`src/rtl/fetch_pkg.sv`:
```
// Shared types and codes for the fetch load sequencer: FSM states, BRAM
// select codes, error codes and the descriptor length check.
package fetch_pkg;

    typedef enum logic [3:0] {
        ST_IDLE   = 4'd0,
        ST_SET_A  = 4'd1,
        ST_LOAD_A = 4'd2,
        ST_SET_B  = 4'd3,
        ST_LOAD_B = 4'd4,
        ST_SET_I  = 4'd5,
        ST_LOAD_I = 4'd6,
        ST_START  = 4'd7,
        ST_RUN    = 4'd8,
        ST_ERR    = 4'd9
    } state_t;

    localparam logic [1:0] SEL_MAT_A = 2'd0;
    localparam logic [1:0] SEL_MAT_B = 2'd1;
    localparam logic [1:0] SEL_INSTR = 2'd2;

    localparam logic [1:0] ERR_NONE   = 2'd0;
    localparam logic [1:0] ERR_SHORT  = 2'd1;
    localparam logic [1:0] ERR_LONG   = 2'd2;
    localparam logic [1:0] ERR_BADLEN = 2'd3;

    // A length is unusable when it is zero or larger than the target BRAM
    function automatic logic len_bad(input logic [15:0] len, input logic [15:0] max_len);
        return (len == 16'd0) || (len > max_len);
    endfunction

endpackage

```
`src/rtl/fetch_load_sequencer_if.sv`:
```
// Job descriptor handshake plus the gated AXI-Stream path between the
// upstream source and the fetch unit.
interface fetch_load_sequencer_if #(
    parameter int BRAM_DEPTH       = 10,
    parameter int INSTR_BRAM_DEPTH = 11
) ();
    logic                      cmd_valid;
    logic                      cmd_ready;
    logic [BRAM_DEPTH:0]       cmd_a_len;
    logic [31:0]               cmd_a_width;
    logic [BRAM_DEPTH:0]       cmd_b_len;
    logic [31:0]               cmd_b_width;
    logic [INSTR_BRAM_DEPTH:0] cmd_i_len;
    logic                      cmd_skip_instr;
    logic                      up_tvalid;
    logic                      up_tlast;
    logic                      up_tready;
    logic                      fu_tvalid;
    logic                      fu_tready;

    modport slave (
        input  cmd_valid, cmd_a_len, cmd_a_width, cmd_b_len, cmd_b_width,
               cmd_i_len, cmd_skip_instr, up_tvalid, up_tlast, fu_tready,
        output cmd_ready, up_tready, fu_tvalid
    );

    modport master (
        output cmd_valid, cmd_a_len, cmd_a_width, cmd_b_len, cmd_b_width,
               cmd_i_len, cmd_skip_instr, up_tvalid, up_tlast, fu_tready,
        input  cmd_ready, up_tready, fu_tvalid
    );
endinterface

```
`src/rtl/stream_beat_counter.sv`:
```
// Counts accepted beats of one load phase and classifies the frame end
// against the expected length (complete / short / long).
module stream_beat_counter #(
    parameter int WIDTH = 12
) (
    input  logic             clk,
    input  logic             rst,
    input  logic             clear,
    input  logic             beat,
    input  logic             last,
    input  logic [WIDTH-1:0] len,
    output logic             complete,
    output logic             short,
    output logic             long
);
    logic [WIDTH-1:0] count_r;
    logic [WIDTH-1:0] count_inc_s;
    logic             at_len_s;

    assign count_inc_s = count_r + {{(WIDTH-1){1'b0}}, 1'b1};
    assign at_len_s    = (count_inc_s == len);

    // beat counter, cleared while the phase is being set up
    always_ff @(posedge clk or posedge rst) begin
        if (rst) begin
            count_r <= {WIDTH{1'b0}};
        end else if (clear) begin
            count_r <= {WIDTH{1'b0}};
        end else if (beat) begin
            count_r <= count_inc_s;
        end
    end

    assign complete = beat & last & at_len_s;
    assign short    = beat & last & ~at_len_s;
    assign long     = beat & ~last & at_len_s;
endmodule

```
`src/rtl/fetch_load_sequencer.sv`:
```
// Sequences one compute job: loads A, B and optionally the program into the
// fetch unit through a gated stream, then starts the PE array and waits.
module fetch_load_sequencer
    import fetch_pkg::*;
#(
    parameter int BRAM_DEPTH       = 10,
    parameter int INSTR_BRAM_DEPTH = 11
) (
    input  logic                S_AXIS_ACLK,
    input  logic                S_AXIS_ARESET,
    fetch_load_sequencer_if.slave bus,
    output logic [1:0]          bram_sel,
    output logic [31:0]         row_width,
    output logic                pe_start,
    input  logic                pe_done,
    output logic                busy,
    output logic                done,
    output logic                err,
    output logic [1:0]          err_code,
    input  logic                err_clr
);
    localparam int CNT_W = INSTR_BRAM_DEPTH + 1;

    state_t                    state_r;
    state_t                    state_nxt_s;
    logic [1:0]                err_nxt_s;
    logic [BRAM_DEPTH:0]       a_len_r;
    logic [BRAM_DEPTH:0]       b_len_r;
    logic [INSTR_BRAM_DEPTH:0] i_len_r;
    logic [31:0]               b_width_r;
    logic                      skip_r;
    logic [1:0]                sel_r;
    logic [31:0]               width_r;
    logic                      pe_start_r;
    logic                      done_r;
    logic                      err_r;
    logic [1:0]                err_code_r;
    logic                      gate_open_s;
    logic                      beat_s;
    logic                      clear_s;
    logic                      cmd_bad_s;
    logic [CNT_W-1:0]          len_s;
    logic                      cnt_complete_s;
    logic                      cnt_short_s;
    logic                      cnt_long_s;

    assign gate_open_s = (state_r == ST_LOAD_A) || (state_r == ST_LOAD_B) || (state_r == ST_LOAD_I);
    assign clear_s     = (state_r == ST_SET_A) || (state_r == ST_SET_B) || (state_r == ST_SET_I);
    assign beat_s      = bus.up_tvalid & bus.fu_tready & gate_open_s;

    assign bus.up_tready = bus.fu_tready & gate_open_s;
    assign bus.fu_tvalid = bus.up_tvalid & gate_open_s;
    assign bus.cmd_ready = (state_r == ST_IDLE);
    assign busy          = (state_r != ST_IDLE);
    assign bram_sel      = sel_r;
    assign row_width     = width_r;
    assign pe_start      = pe_start_r;
    assign done          = done_r;
    assign err           = err_r;
    assign err_code      = err_code_r;

    // The instruction length is irrelevant when the resident program is reused
    assign cmd_bad_s = len_bad(16'(bus.cmd_a_len), 16'd1 << BRAM_DEPTH)
                     | len_bad(16'(bus.cmd_b_len), 16'd1 << BRAM_DEPTH)
                     | (~bus.cmd_skip_instr & len_bad(16'(bus.cmd_i_len), 16'd1 << INSTR_BRAM_DEPTH));

    // expected length of the phase currently loading
    always_comb begin
        len_s = CNT_W'(i_len_r);
        case (state_r)
            ST_LOAD_A: len_s = CNT_W'(a_len_r);
            ST_LOAD_B: len_s = CNT_W'(b_len_r);
            default:   len_s = CNT_W'(i_len_r);
        endcase
    end

    stream_beat_counter #(.WIDTH(CNT_W)) u_counter (
        .clk      (S_AXIS_ACLK),
        .rst      (S_AXIS_ARESET),
        .clear    (clear_s),
        .beat     (beat_s),
        .last     (bus.up_tlast),
        .len      (len_s),
        .complete (cnt_complete_s),
        .short    (cnt_short_s),
        .long     (cnt_long_s)
    );

    // next-state and error-code selection
    always_comb begin
        state_nxt_s = state_r;
        err_nxt_s   = ERR_NONE;
        case (state_r)
            ST_IDLE: begin
                if (bus.cmd_valid) begin
                    if (cmd_bad_s) begin
                        state_nxt_s = ST_ERR;
                        err_nxt_s   = ERR_BADLEN;
                    end else begin
                        state_nxt_s = ST_SET_A;
                    end
                end else begin
                    state_nxt_s = ST_IDLE;
                end
            end
            ST_SET_A: state_nxt_s = ST_LOAD_A;
            ST_SET_B: state_nxt_s = ST_LOAD_B;
            ST_SET_I: state_nxt_s = ST_LOAD_I;
            ST_LOAD_A, ST_LOAD_B, ST_LOAD_I: begin
                if (cnt_long_s) begin
                    state_nxt_s = ST_ERR;
                    err_nxt_s   = ERR_LONG;
                end else if (cnt_short_s) begin
                    state_nxt_s = ST_ERR;
                    err_nxt_s   = ERR_SHORT;
                end else if (cnt_complete_s) begin
                    if (state_r == ST_LOAD_A) begin
                        state_nxt_s = ST_SET_B;
                    end else if ((state_r == ST_LOAD_B) && !skip_r) begin
                        state_nxt_s = ST_SET_I;
                    end else begin
                        state_nxt_s = ST_START;
                    end
                end else begin
                    state_nxt_s = state_r;
                end
            end
            ST_START: state_nxt_s = ST_RUN;
            ST_RUN: begin
                if (pe_done) begin
                    state_nxt_s = ST_IDLE;
                end else begin
                    state_nxt_s = ST_RUN;
                end
            end
            ST_ERR: begin
                if (err_clr) begin
                    state_nxt_s = ST_IDLE;
                end else begin
                    state_nxt_s = ST_ERR;
                end
            end
            default: state_nxt_s = ST_IDLE;
        endcase
    end

    // state register
    always_ff @(posedge S_AXIS_ACLK or posedge S_AXIS_ARESET) begin
        if (S_AXIS_ARESET) begin
            state_r <= ST_IDLE;
        end else begin
            state_r <= state_nxt_s;
        end
    end

    // descriptor capture at the IDLE handshake
    always_ff @(posedge S_AXIS_ACLK or posedge S_AXIS_ARESET) begin
        if (S_AXIS_ARESET) begin
            a_len_r   <= '0;
            b_len_r   <= '0;
            i_len_r   <= '0;
            b_width_r <= 32'd0;
            skip_r    <= 1'b0;
        end else if ((state_r == ST_IDLE) && bus.cmd_valid) begin
            a_len_r   <= bus.cmd_a_len;
            b_len_r   <= bus.cmd_b_len;
            i_len_r   <= bus.cmd_i_len;
            b_width_r <= bus.cmd_b_width;
            skip_r    <= bus.cmd_skip_instr;
        end
    end

    // Phase config changes on entry to SET so it is stable a full cycle before the gate opens
    always_ff @(posedge S_AXIS_ACLK or posedge S_AXIS_ARESET) begin
        if (S_AXIS_ARESET) begin
            sel_r   <= SEL_MAT_A;
            width_r <= 32'd0;
        end else begin
            case (state_nxt_s)
                ST_SET_A: begin
                    sel_r   <= SEL_MAT_A;
                    width_r <= bus.cmd_a_width;
                end
                ST_SET_B: begin
                    sel_r   <= SEL_MAT_B;
                    width_r <= b_width_r;
                end
                ST_SET_I: begin
                    sel_r   <= SEL_INSTR;
                    width_r <= 32'd0;
                end
                default: begin
                    sel_r   <= sel_r;
                    width_r <= width_r;
                end
            endcase
        end
    end

    // start/done pulses and the sticky error
    always_ff @(posedge S_AXIS_ACLK or posedge S_AXIS_ARESET) begin
        if (S_AXIS_ARESET) begin
            pe_start_r <= 1'b0;
            done_r     <= 1'b0;
            err_r      <= 1'b0;
            err_code_r <= ERR_NONE;
        end else begin
            pe_start_r <= (state_nxt_s == ST_START);
            done_r     <= (state_r == ST_RUN) & pe_done;
            if (state_r == ST_ERR) begin
                if (err_clr) begin
                    err_r      <= 1'b0;
                    err_code_r <= ERR_NONE;
                end
            end else if (state_nxt_s == ST_ERR) begin
                err_r      <= 1'b1;
                err_code_r <= err_nxt_s;
            end
        end
    end
endmodule

```
`src/flat_wrapper.sv`:
```
// flat-port wrapper written by rule: the top's interface ports become plain ports
module fetch_load_sequencer_flat import fetch_pkg::*;
#(
    parameter int BRAM_DEPTH       = 10,
    parameter int INSTR_BRAM_DEPTH = 11
)
  (S_AXIS_ACLK, S_AXIS_ARESET, bram_sel, row_width, pe_start, pe_done, busy, done, err, err_code, err_clr, bus_cmd_valid, bus_cmd_a_len, bus_cmd_a_width, bus_cmd_b_len, bus_cmd_b_width, bus_cmd_i_len, bus_cmd_skip_instr, bus_up_tvalid, bus_up_tlast, bus_fu_tready, bus_cmd_ready, bus_up_tready, bus_fu_tvalid);
  fetch_load_sequencer_if #(.BRAM_DEPTH(BRAM_DEPTH), .INSTR_BRAM_DEPTH(INSTR_BRAM_DEPTH)) bus_i ();
  input  logic S_AXIS_ACLK;
  input  logic S_AXIS_ARESET;
  output logic [1:0] bram_sel;
  output logic [31:0] row_width;
  output logic pe_start;
  input  logic pe_done;
  output logic busy;
  output logic done;
  output logic err;
  output logic [1:0] err_code;
  input  logic err_clr;
  input wire logic [$bits(bus_i.cmd_valid)-1:0] bus_cmd_valid;
  input wire logic [$bits(bus_i.cmd_a_len)-1:0] bus_cmd_a_len;
  input wire logic [$bits(bus_i.cmd_a_width)-1:0] bus_cmd_a_width;
  input wire logic [$bits(bus_i.cmd_b_len)-1:0] bus_cmd_b_len;
  input wire logic [$bits(bus_i.cmd_b_width)-1:0] bus_cmd_b_width;
  input wire logic [$bits(bus_i.cmd_i_len)-1:0] bus_cmd_i_len;
  input wire logic [$bits(bus_i.cmd_skip_instr)-1:0] bus_cmd_skip_instr;
  input wire logic [$bits(bus_i.up_tvalid)-1:0] bus_up_tvalid;
  input wire logic [$bits(bus_i.up_tlast)-1:0] bus_up_tlast;
  input wire logic [$bits(bus_i.fu_tready)-1:0] bus_fu_tready;
  output wire logic [$bits(bus_i.cmd_ready)-1:0] bus_cmd_ready;
  output wire logic [$bits(bus_i.up_tready)-1:0] bus_up_tready;
  output wire logic [$bits(bus_i.fu_tvalid)-1:0] bus_fu_tvalid;
  assign bus_i.cmd_valid = bus_cmd_valid;
  assign bus_i.cmd_a_len = bus_cmd_a_len;
  assign bus_i.cmd_a_width = bus_cmd_a_width;
  assign bus_i.cmd_b_len = bus_cmd_b_len;
  assign bus_i.cmd_b_width = bus_cmd_b_width;
  assign bus_i.cmd_i_len = bus_cmd_i_len;
  assign bus_i.cmd_skip_instr = bus_cmd_skip_instr;
  assign bus_i.up_tvalid = bus_up_tvalid;
  assign bus_i.up_tlast = bus_up_tlast;
  assign bus_i.fu_tready = bus_fu_tready;
  assign bus_cmd_ready = bus_i.cmd_ready;
  assign bus_up_tready = bus_i.up_tready;
  assign bus_fu_tvalid = bus_i.fu_tvalid;
  fetch_load_sequencer #(.BRAM_DEPTH(BRAM_DEPTH), .INSTR_BRAM_DEPTH(INSTR_BRAM_DEPTH)) u_core (.S_AXIS_ACLK(S_AXIS_ACLK), .S_AXIS_ARESET(S_AXIS_ARESET), .bus(bus_i), .bram_sel(bram_sel), .row_width(row_width), .pe_start(pe_start), .pe_done(pe_done), .busy(busy), .done(done), .err(err), .err_code(err_code), .err_clr(err_clr));
endmodule
```
`config.mk`:
```
export PLATFORM = sky130hd
export DESIGN_NAME = fetch_load_sequencer_flat
export DESIGN_NICKNAME = d
export VERILOG_FILES = /design/src/rtl/fetch_pkg.sv /design/src/rtl/fetch_load_sequencer_if.sv /design/src/rtl/stream_beat_counter.sv /design/src/rtl/fetch_load_sequencer.sv /design/src/flat_wrapper.sv
export SDC_FILE = /design/constraint.sdc
export NUM_CORES = 1
export LEC_CHECK = 0
export CAP_MARGIN = 20
export CORE_MARGIN = 2
export CORE_UTILIZATION = 45
export CTS_BUF_LIST = sky130_fd_sc_hd__clkbuf_4 sky130_fd_sc_hd__clkbuf_8 sky130_fd_sc_hd__clkbuf_16
export CTS_CLUSTER_DIAMETER = 60
export DETAILED_ROUTE_END_ITERATION = 8
export PLACE_DENSITY = 0.74
export SYNTH_ARGS = -nofsm -noshare
export SYNTH_HDL_FRONTEND = slang
export SYNTH_SLANG_ARGS = --single-unit
```
`constraint.sdc`:
```
create_clock -name S_AXIS_ACLK -period 13.25 [get_ports S_AXIS_ACLK]
set_clock_uncertainty 0.15 [all_clocks]
set_input_delay 2.65 -clock S_AXIS_ACLK [delete_from_list [all_inputs] [get_ports S_AXIS_ACLK]]
set_output_delay 2.65 -clock S_AXIS_ACLK [all_outputs]
set_load 0.02 [all_outputs]
```
* Word-level counts from Yosys, hierarchy flattened
Index checks and enable logic that the tools add are counted.
** Operators by class
- Add/sub/neg operators :: 1
- Magnitude comparators :: 3
- Equality and inequality tests :: 16
- Muxes and demuxes :: 26
- Bitwise gates (word level) :: 16
- Reductions and logical operators :: 20
** Operators with widths (number)
- 32-bit case mux with 3 select lines :: 1
- 4-bit 2-to-1 mux :: 8
- 4-bit case mux with 8 select lines :: 1
- 4-bit by 3-bit == test with 1-bit output (second input constant) :: 6
- 12-bit 2-to-1 mux :: 2
- 12-bit case mux with 2 select lines :: 1
- 11-bit > comparator (second input constant) :: 2
- 11-bit zero test :: 2
- 2-bit 2-to-1 mux :: 7
- 12-bit by 1-bit adder with 12-bit output (second input constant) :: 1
- 12-bit == test :: 1
- 4-bit by 2-bit == test with 1-bit output (second input constant) :: 3
- 4-bit == test (second input constant) :: 3
- 12-bit > comparator (second input constant) :: 1
- 12-bit zero test :: 1
- 1-bit bitwise AND :: 11
- 4-bit by 1-bit == test with 1-bit output (second input constant) :: 2
- 1-bit logical OR :: 7
- 2-bit case mux with 3 select lines :: 1
- 4-bit zero test :: 1
- 1-bit 2-to-1 mux :: 4
- 2-bit case mux with 2 select lines :: 1
- 2-bit nonzero test :: 2
- 4-bit nonzero test :: 1
- other kinds (8) :: 12
** Word-level totals
- Flip-flop bits (word level) :: 122
- Input bits :: 107
- Output and inout port bits :: 43
- Word-level logic and storage cells :: 95

* Depth between registers and ports, before layout
Gate-level depths: netlist of the first run.
- Word-level depth :: 13
- Mapped depth :: 13
- Mapped depth without buffers :: 9

* By module
A second synthesis of the first run with hierarchy kept.
** Unflattened totals
- Cells, all modules :: 489
- Area, all modules :: 5833.1 um^2
** By module, submodules not included
- fetch_load_sequencer :: times used 1, cells each 377, area each 4810.9 um^2, seq. area each 2752.6 um^2
- stream_beat_counter :: times used 1, cells each 112, area each 1022.2 um^2, seq. area each 300.3 um^2

* Worst setup path before layout of the first run
No wires, ideal clock.
- Kind :: in2out
- Start :: input port bus_fu_tready
- End :: output port bus_up_tready
- Arrival time :: 2.907 ns
- Required time :: 10.450 ns
- Path slack :: 7.543 ns
- Stages :: 1
- Buffers on the path :: 0
- Cells stage by stage :: and3_1
** On the way
- Word-level cells in the longest chain between the ends :: 1
** Ends and longest elaborated chain
- start: declaration :: line flat_wrapper.sv:29 : input wire logic [$bits(bus_i.fu_tready)-1:0] bus_fu_tready;
- 1-bit bitwise AND :: line fetch_load_sequencer.sv:51 : assign bus.up_tready = bus.fu_tready & gate_open_s;
- end: declaration :: line flat_wrapper.sv:31 : output wire logic [$bits(bus_i.up_tready)-1:0] bus_up_tready;
Every way passes these cells.

* Final worst setup path of the first run
Ends and elaborated chain as after synthesis.

==> flow_metrics.py, run 1 <==
metrics = {
    "place": {
        "finalWeightedCongestion": 0.877,
        "dp.cells": 932,
        "dp_hpwl_mm": 12.1,
        "io_buffers": 149,
    },
    "setup_path": {
        "start_kind": "primary input",
        "cp.required_ns": 10.45,
        "crit_path_max_fanout": 2,
        "reg2reg_slack_ns": 8.78,
        "crit_arrival_ns": 3.91,
        "crit_type": "in2out",
        "end_kind": "primary output",
    },
    "detailed_routing": {
        "wl_per_cell_um": 18.1,
        "dr.pass1.iters": 5,
        "vias": 5486,
        "drc": 0,
        "vias_per_cell": 5.70,
        "drtIter0Drc": 394,
        "routed_wirelength_mm": 17.4,
        "ant_nets": 0,
    },
    "floorplanning": {
        "die_w_um": 125,
        "initial_utilization_pct": 45.8,
        "core-area_sq_um": 14400,
        "io_pins": 150,
        "rows": 44,
        "die-area_sq_um": 15700,
        "die_y_um": 125,
    },
    "clock_network": {
        "cts_buffers": 17,
        "max-clock-path-buffers": 2,
        "cts_tree": "built",
        "cts-resized-gates": 0,
        "clk_latency_ns": 0.41,
        "path_clk_slew_ns": 0.06,
        "clock-root-buffer": "clkbuf_16",
        "h-tree-depth": 4,
        "cts.sinks": 122,
        "cts_hold_buf": 0,
        "cts_setup_buffers": 0,
    },
    "layout": {
        "area_growth_syn_to_layout_pct": 33.8,
        "fillers": 1185,
        "seqCellArea_sq_um": 3050,
        "layout_common_cells": "149 x clkdlybuf4s50_1, 122 x dfrtp_1, 84 x nor2_1",
        "antennaDiodeCount": 0,
        "layout-drive-gt1-share_pct": 19.0,
        "utilization_pct": 61.2,
        "final_cells": 963,
        "multi_input_area_sq_um": 3310,
        "nets": 875,
        "final_common_cell": "clkdlybuf4s50_1",
    },
    "timing": {
        "worst_slew_pin_slew_ns": 0.966,
        "rsz0062_at_grt": "false",
        "min_period_over_period_pct": 50.7,
        "finalMaxSlewViolations": 0,
        "fmax_mhz": 149,
        "fin_setup_tns_ns": 0,
        "period_minus_slack_ns": 6.71,
        "slew_headroom_pct": 35.6,
        "setup_viol": 0,
        "hold_violations": 0,
    },
    "synthesis": {
        "synth_compound_area_share_pct": 15.8,
        "synth_top_family_by_area": "multiplexers",
        "synth_area_sq_um": 6600,
        "synthTopCellsByArea": "dfrtp_1 46%, mux2_2 11%, mux2i_1 5.0%",
        "syn_inst": 631,
        "yosys.area_share.simple_pct": 15.3,
        "ys_warn_count": 0,
        "synthAdderAreaFrac_pct": 0.189,
        "synth_edf_count": 0,
        "ys.flop_type": "dfrtp_1",
        "synthArstFlopShare_pct": 100,
        "synth_cell_types": 53,
        "synth_seq_area_share_pct": 46.2,
        "synth-xor-area-share_pct": 2.25,
        "synth_nets": 739,
        "synth-seq-cells": 122,
        "synth_top_area_cell": "dfrtp_1",
        "synthMuxAreaShare_pct": 16.3,
        "synth.top_cell.area_share_pct": 46.2,
        "syn_area_per_cell_sq_um": 10.5,
    },
    "run_status": {
        "status": "complete, no violations",
    },
    "global_routing": {
        "grt_usage_pct": 22.4,
        "gr-total-overflow": 0,
        "first_global_vias": 5503,
        "grt_max_degree": 78,
        "grt_pass1_wl_mm": 28.1,
        "antenna_found_initial": 0,
    },
    "power_and_ir_drop": {
        "p_per_area_nw_per_um2": 239,
        "p_leak_nw": 3.63,
        "ir_drop_mv": 0.129,
    },
    "worst_hold_path": {
        "min_path_type": "reg2reg",
    },
    "flow_run": {
        "cap_violations": 0,
    },
}
[path summary, 6_finish.rpt]
check	startpoint	to	cells after the start
worst min-delay path	u_core.i_len_r[11]	u_core.i_len_r[11]	2
worst max register to register	u_core.state_r[0]	u_core.bram_sel[1]	10
max in group asynchronous	S_AXIS_ARESET	u_core.row_width[4]	3
worst min register to register	u_core.i_len_r[11]	u_core.i_len_r[11]	2
min in group asynchronous	S_AXIS_ARESET	u_core.b_len_r[0]	2
worst max-delay path	bus_fu_tready	bus_up_tready	3
[flip-flops by register name (all words and copies together) (netlist names)]
signal,flops
u_core.done,1
u_core.i_len_r,12
u_core.u_counter.count_r,12
u_core.skip_r,1
u_core.bram_sel,2
u_core.pe_start,1
u_core.a_len_r,11
u_core.err_code,2
u_core.b_len_r,11
u_core.b_width_r,32
u_core.row_width,32
u_core.state_r,4
u_core.err,1
[per-layer routing]
| metal | global-route usage [%] | vias to the layer above | wire (um) |
|---|---|---|---|
| met5 | 0 | - | 0 |
| met4 | 7.71 | 0 | 295 |
| met3 | 5.69 | 20 | 1220 |
| met2 | 36.5 | 219 | 8630 |
| met1 | 29.4 | 2686 | 7280 |
| li1 | - | 2561 | - |
[Yosys cell counts, types with 5 or more instances]
library cell  instances
dfrtp_1             122
nor2_1               85
mux2_2               66
o21ai_0              35
mux2i_1              33
a211o_1              32
a21oi_2              30
nand2_1              27
clkbuf_1             15
nor4_1               14
a31oi_1              12
inv_1                10
nor2b_1              10
xnor2_1              10
buf_1                 9
buf_2                 9
nand3_1               9
nor3_1                9
a21oi_1               7
xor2_1                7
buf_6                 6
nand4_1               6
or3_1                 6
a21o_1                5
nand2b_1              5
[metrics by stage]
step	hold WS (ns)	area [sq um]	worst slack, ns	power [W]
3_5_place_dp	0.319	8200	6.53	0.00162
2_1_floorplan	0.294	6600	7.21	0.00131
5_1_grt	0.357	8830	6.52	0.00224
4_1_cts	0.334	8830	6.53	0.00212
3_3_place_gp	0.311	8200	6.56	0.00158
6_report	0.328	8830	6.54	0.00211
[cell type report]
class	instances	share of cell area (%)
Timing Repair Buffer	159	17.7
Inverter	10	0.453
Clock buffer	25	5.99
Multi-Input combinational cell	457	37.4
Clock inverter	6	1.22
Sequential cell	122	34.6
Tap cell	184	2.61
[critical path, cell delays in order]
cell	delay [ns]
clkdlybuf4s50_1	0.48
and3_1	0.17
clkdlybuf4s50_1	0.62
[where the power goes]
group	leakage, nW	switching (W)	internal, W
registers	1.50	0.000131	0.000542
clock network	0.315	0.000158	0.000331
logic	1.82	0.000483	0.000466
total	3.63	0.000772	0.00134
[cell families after synthesis]
group | count (synthesis)
buf+inv | 52
simple gates | 199
flops | 122
mux | 99
xor+xnor | 17
compound gates | 141
fa+ha+maj | 1
(Power assumes the default switching activity.)
==> run 2: changes to the inputs <==
Settings changed: PLACE_DENSITY 0.74 to 0.77.
Clock period 13.25 ns to 6.1 ns, I/O delays scaled along.
==> run 2 against run 1 <==
Effect of this change: via count down 0.60%; count of clock-buffer cells in the layout is 3 lower; largest power group unchanged; die area is the same; clock power increased by 98%; combinational power is 110% higher; sequential power up 120%; sequential share of layout area is essentially flat; final cell count is 0.21% higher; wire length grew 0.21%.
==> flow_metrics.py, run 2 (synthesis gave the netlist of run 1 again) <==
metrics = {
    "run_status": {
        "status": "complete, no violations",
    },
    "power_and_ir_drop": {
        "ir_drop_mv": 0.309,
        "p_int_w": 0.00282,
        "pwr-share-clk_pct": 21.6,
        "p_sw_w": 0.00167,
        "switching_share_pct": 37.2,
        "p_per_area_nw_per_um2": 509,
        "sequentialPowerShare_pct": 33.2,
        "power_frac_comb_pct": 45.2,
        "p_leak_nw": 3.63,
    },
    "setup_path": {
        "crit_arrival_ns": 4.83,
        "path_depth": 10,
        "crit_slowest_cell": "dfrtp_1",
        "r2r-end": "u_core.row_width[17]",
        "end_kind": "flop",
        "cp.required_ns": 6.24,
        "critPathTopFamily": "simple AND/OR/NAND/NOR gates",
        "reg2reg_slack_ns": 1.41,
        "crit_path_max_fanout": 25,
        "crit_type": "reg2reg",
        "crit_buf_inv": 2,
        "slowest_delay_ns": 0.74,
        "reg2reg_from": "u_core.state_r[1]",
        "reg2reg_depth": 10,
        "cp_cell_sequence": "nor4b_2 > nand2b_1 > and4_1 > nor4b_1 > nand4_2 > or3_1 > buf_16 > a21boi_4 > buf_4 > a21oi_2",
        "start_kind": "flop",
    },
    "floorplanning": {
        "die-area_sq_um": 15700,
        "die_y_um": 125,
        "die_w_um": 125,
        "rows": 44,
        "core-area_sq_um": 14400,
        "initial_utilization_pct": 45.8,
        "io_pins": 150,
    },
    "layout": {
        "final_common_cell": "clkdlybuf4s50_1",
        "layout_common_cells": "149 x clkdlybuf4s50_1, 122 x dfrtp_1, 84 x nor2_1",
        "layout-drive-gt1-share_pct": 19.2,
        "antennaDiodeCount": 0,
        "nets": 877,
        "area_growth_syn_to_layout_pct": 33.6,
        "fillers": 1170,
    },
    "global_routing": {
        "grt_max_degree": 74,
        "antenna_found_initial": 0,
        "first_global_vias": 5564,
        "gr-total-overflow": 0,
        "grt_usage_pct": 22.7,
        "grt_pass1_wl_mm": 28.3,
    },
    "timing": {
        "fin_setup_tns_ns": 0,
        "worst_slew_pin_slew_ns": 1.00,
        "slew_headroom_pct": 32.7,
        "whs_ns": 0.353,
        "finalMaxSlewViolations": 0,
        "fmax_mhz": 213,
        "setup_viol": 0,
        "min_period_over_period_pct": 77.0,
        "hold_violations": 0,
        "rsz0062_at_grt": "false",
        "period_minus_slack_ns": 4.69,
    },
    "detailed_routing": {
        "drc": 0,
        "vias_per_cell": 5.65,
        "wl_per_cell_um": 18.1,
        "ant_nets": 0,
        "drtIter0Drc": 538,
        "routed_wirelength_mm": 17.5,
        "dr.pass1.iters": 5,
        "vias": 5453,
    },
    "clock_network": {
        "cts_tree": "built",
        "cts.sinks": 122,
        "h-tree-depth": 4,
        "cts-resized-gates": 0,
        "path_clk_slew_ns": 0.06,
        "cts_hold_buf": 0,
        "cts_setup_buffers": 0,
        "clk_latency_ns": 0.41,
        "clock-root-buffer": "clkbuf_16",
        "max-clock-path-buffers": 2,
        "cts_buffers": 17,
    },
    "place": {
        "io_buffers": 149,
        "finalWeightedCongestion": 0.897,
        "dp_hpwl_mm": 12.7,
    },
    "worst_hold_path": {
        "hold_depth": 1,
        "whs_endpoint": "u_core.a_len_r[0]",
        "hold_start": "u_core.a_len_r[0]",
        "min_path_type": "reg2reg",
    },
    "flow_run": {
        "cap_violations": 0,
    },
}
==> run 2: final cells by class <==
class,instances,area (sq um),share of cell area [%]
multi-input cells,457,3310,37.5
flip-flops and latches,122,3050,34.6
repair buffers,161,1620,18.4
clock buffers,22,475,5.39
well taps,184,230,2.61
clock inverters,9,97.6,1.11
inverters,10,40.0,0.454
==> run 2: worst max-delay path by stage <==
stage / endpoint / slack (ns) / startpoint
after floorplan: u_core.a_len_r[0] / 1.49 / S_AXIS_ARESET
after global placement: u_core.row_width[22] / 1.21 / bus_up_tvalid
after detailed placement: u_core.row_width[26] / 1.28 / bus_cmd_i_len[3]
after CTS: u_core.row_width[23] / 1.45 / u_core.state_r[1]
after global routing: u_core.row_width[15] / 1.03 / u_core.state_r[1]
final: u_core.row_width[17] / 1.41 / u_core.state_r[1]
==> run 2: routing by layer <==
| metal | track usage [%] | part of all wire (%) | up-vias |
|---|---|---|---|
| met4 | 7.58 | 1.2 | 0 |
| met5 | 0 | 0 | - |
| met2 | 36.7 | 49 | 185 |
| met3 | 4.88 | 5.6 | 14 |
| li1 | - | - | 2567 |
| met1 | 30.5 | 44 | 2687 |
==> run 2: worst register-to-register path, delay by kind of cell (launching register included) <==
family | cells | cell delay, ns
AND/OR/NAND/NOR | 6 | 2.33
flip-flops | 1 | 0.74
buffers and inverters | 2 | 0.69
AO/OA/AOI/OAI | 2 | 0.66
==> run 2: power by group through the flow <==
stage                     combinational, W  clock [W]  sequential (W)
after floorplan                    0.00137          0         0.00149
after global placement             0.00194          0         0.00147
after detailed placement           0.00202          0         0.00149
after CTS                          0.00203   0.000986         0.00148
after global routing               0.00220    0.00103         0.00154
final                              0.00203   0.000970         0.00149
==> run 2: through the flow <==
| step | cell area, sq um | total power [W] | utilization [%] | setup slack (ns) | cells |
|---|---|---|---|---|---|
| finish | 8820 | 0.00449 | 61.2 | 1.41 | 965 |
| global route | 8820 | 0.00476 | 61.2 | 1.03 | 965 |
| CTS | 8800 | 0.00450 | 61.0 | 1.45 | 964 |
| detailed placement | 8220 | 0.00352 | 57.0 | 1.28 | 933 |
| global placement | 8200 | 0.00341 | 56.8 | 1.21 | 932 |
| floorplan | 6600 | 0.00285 | - | 1.49 | 631 |
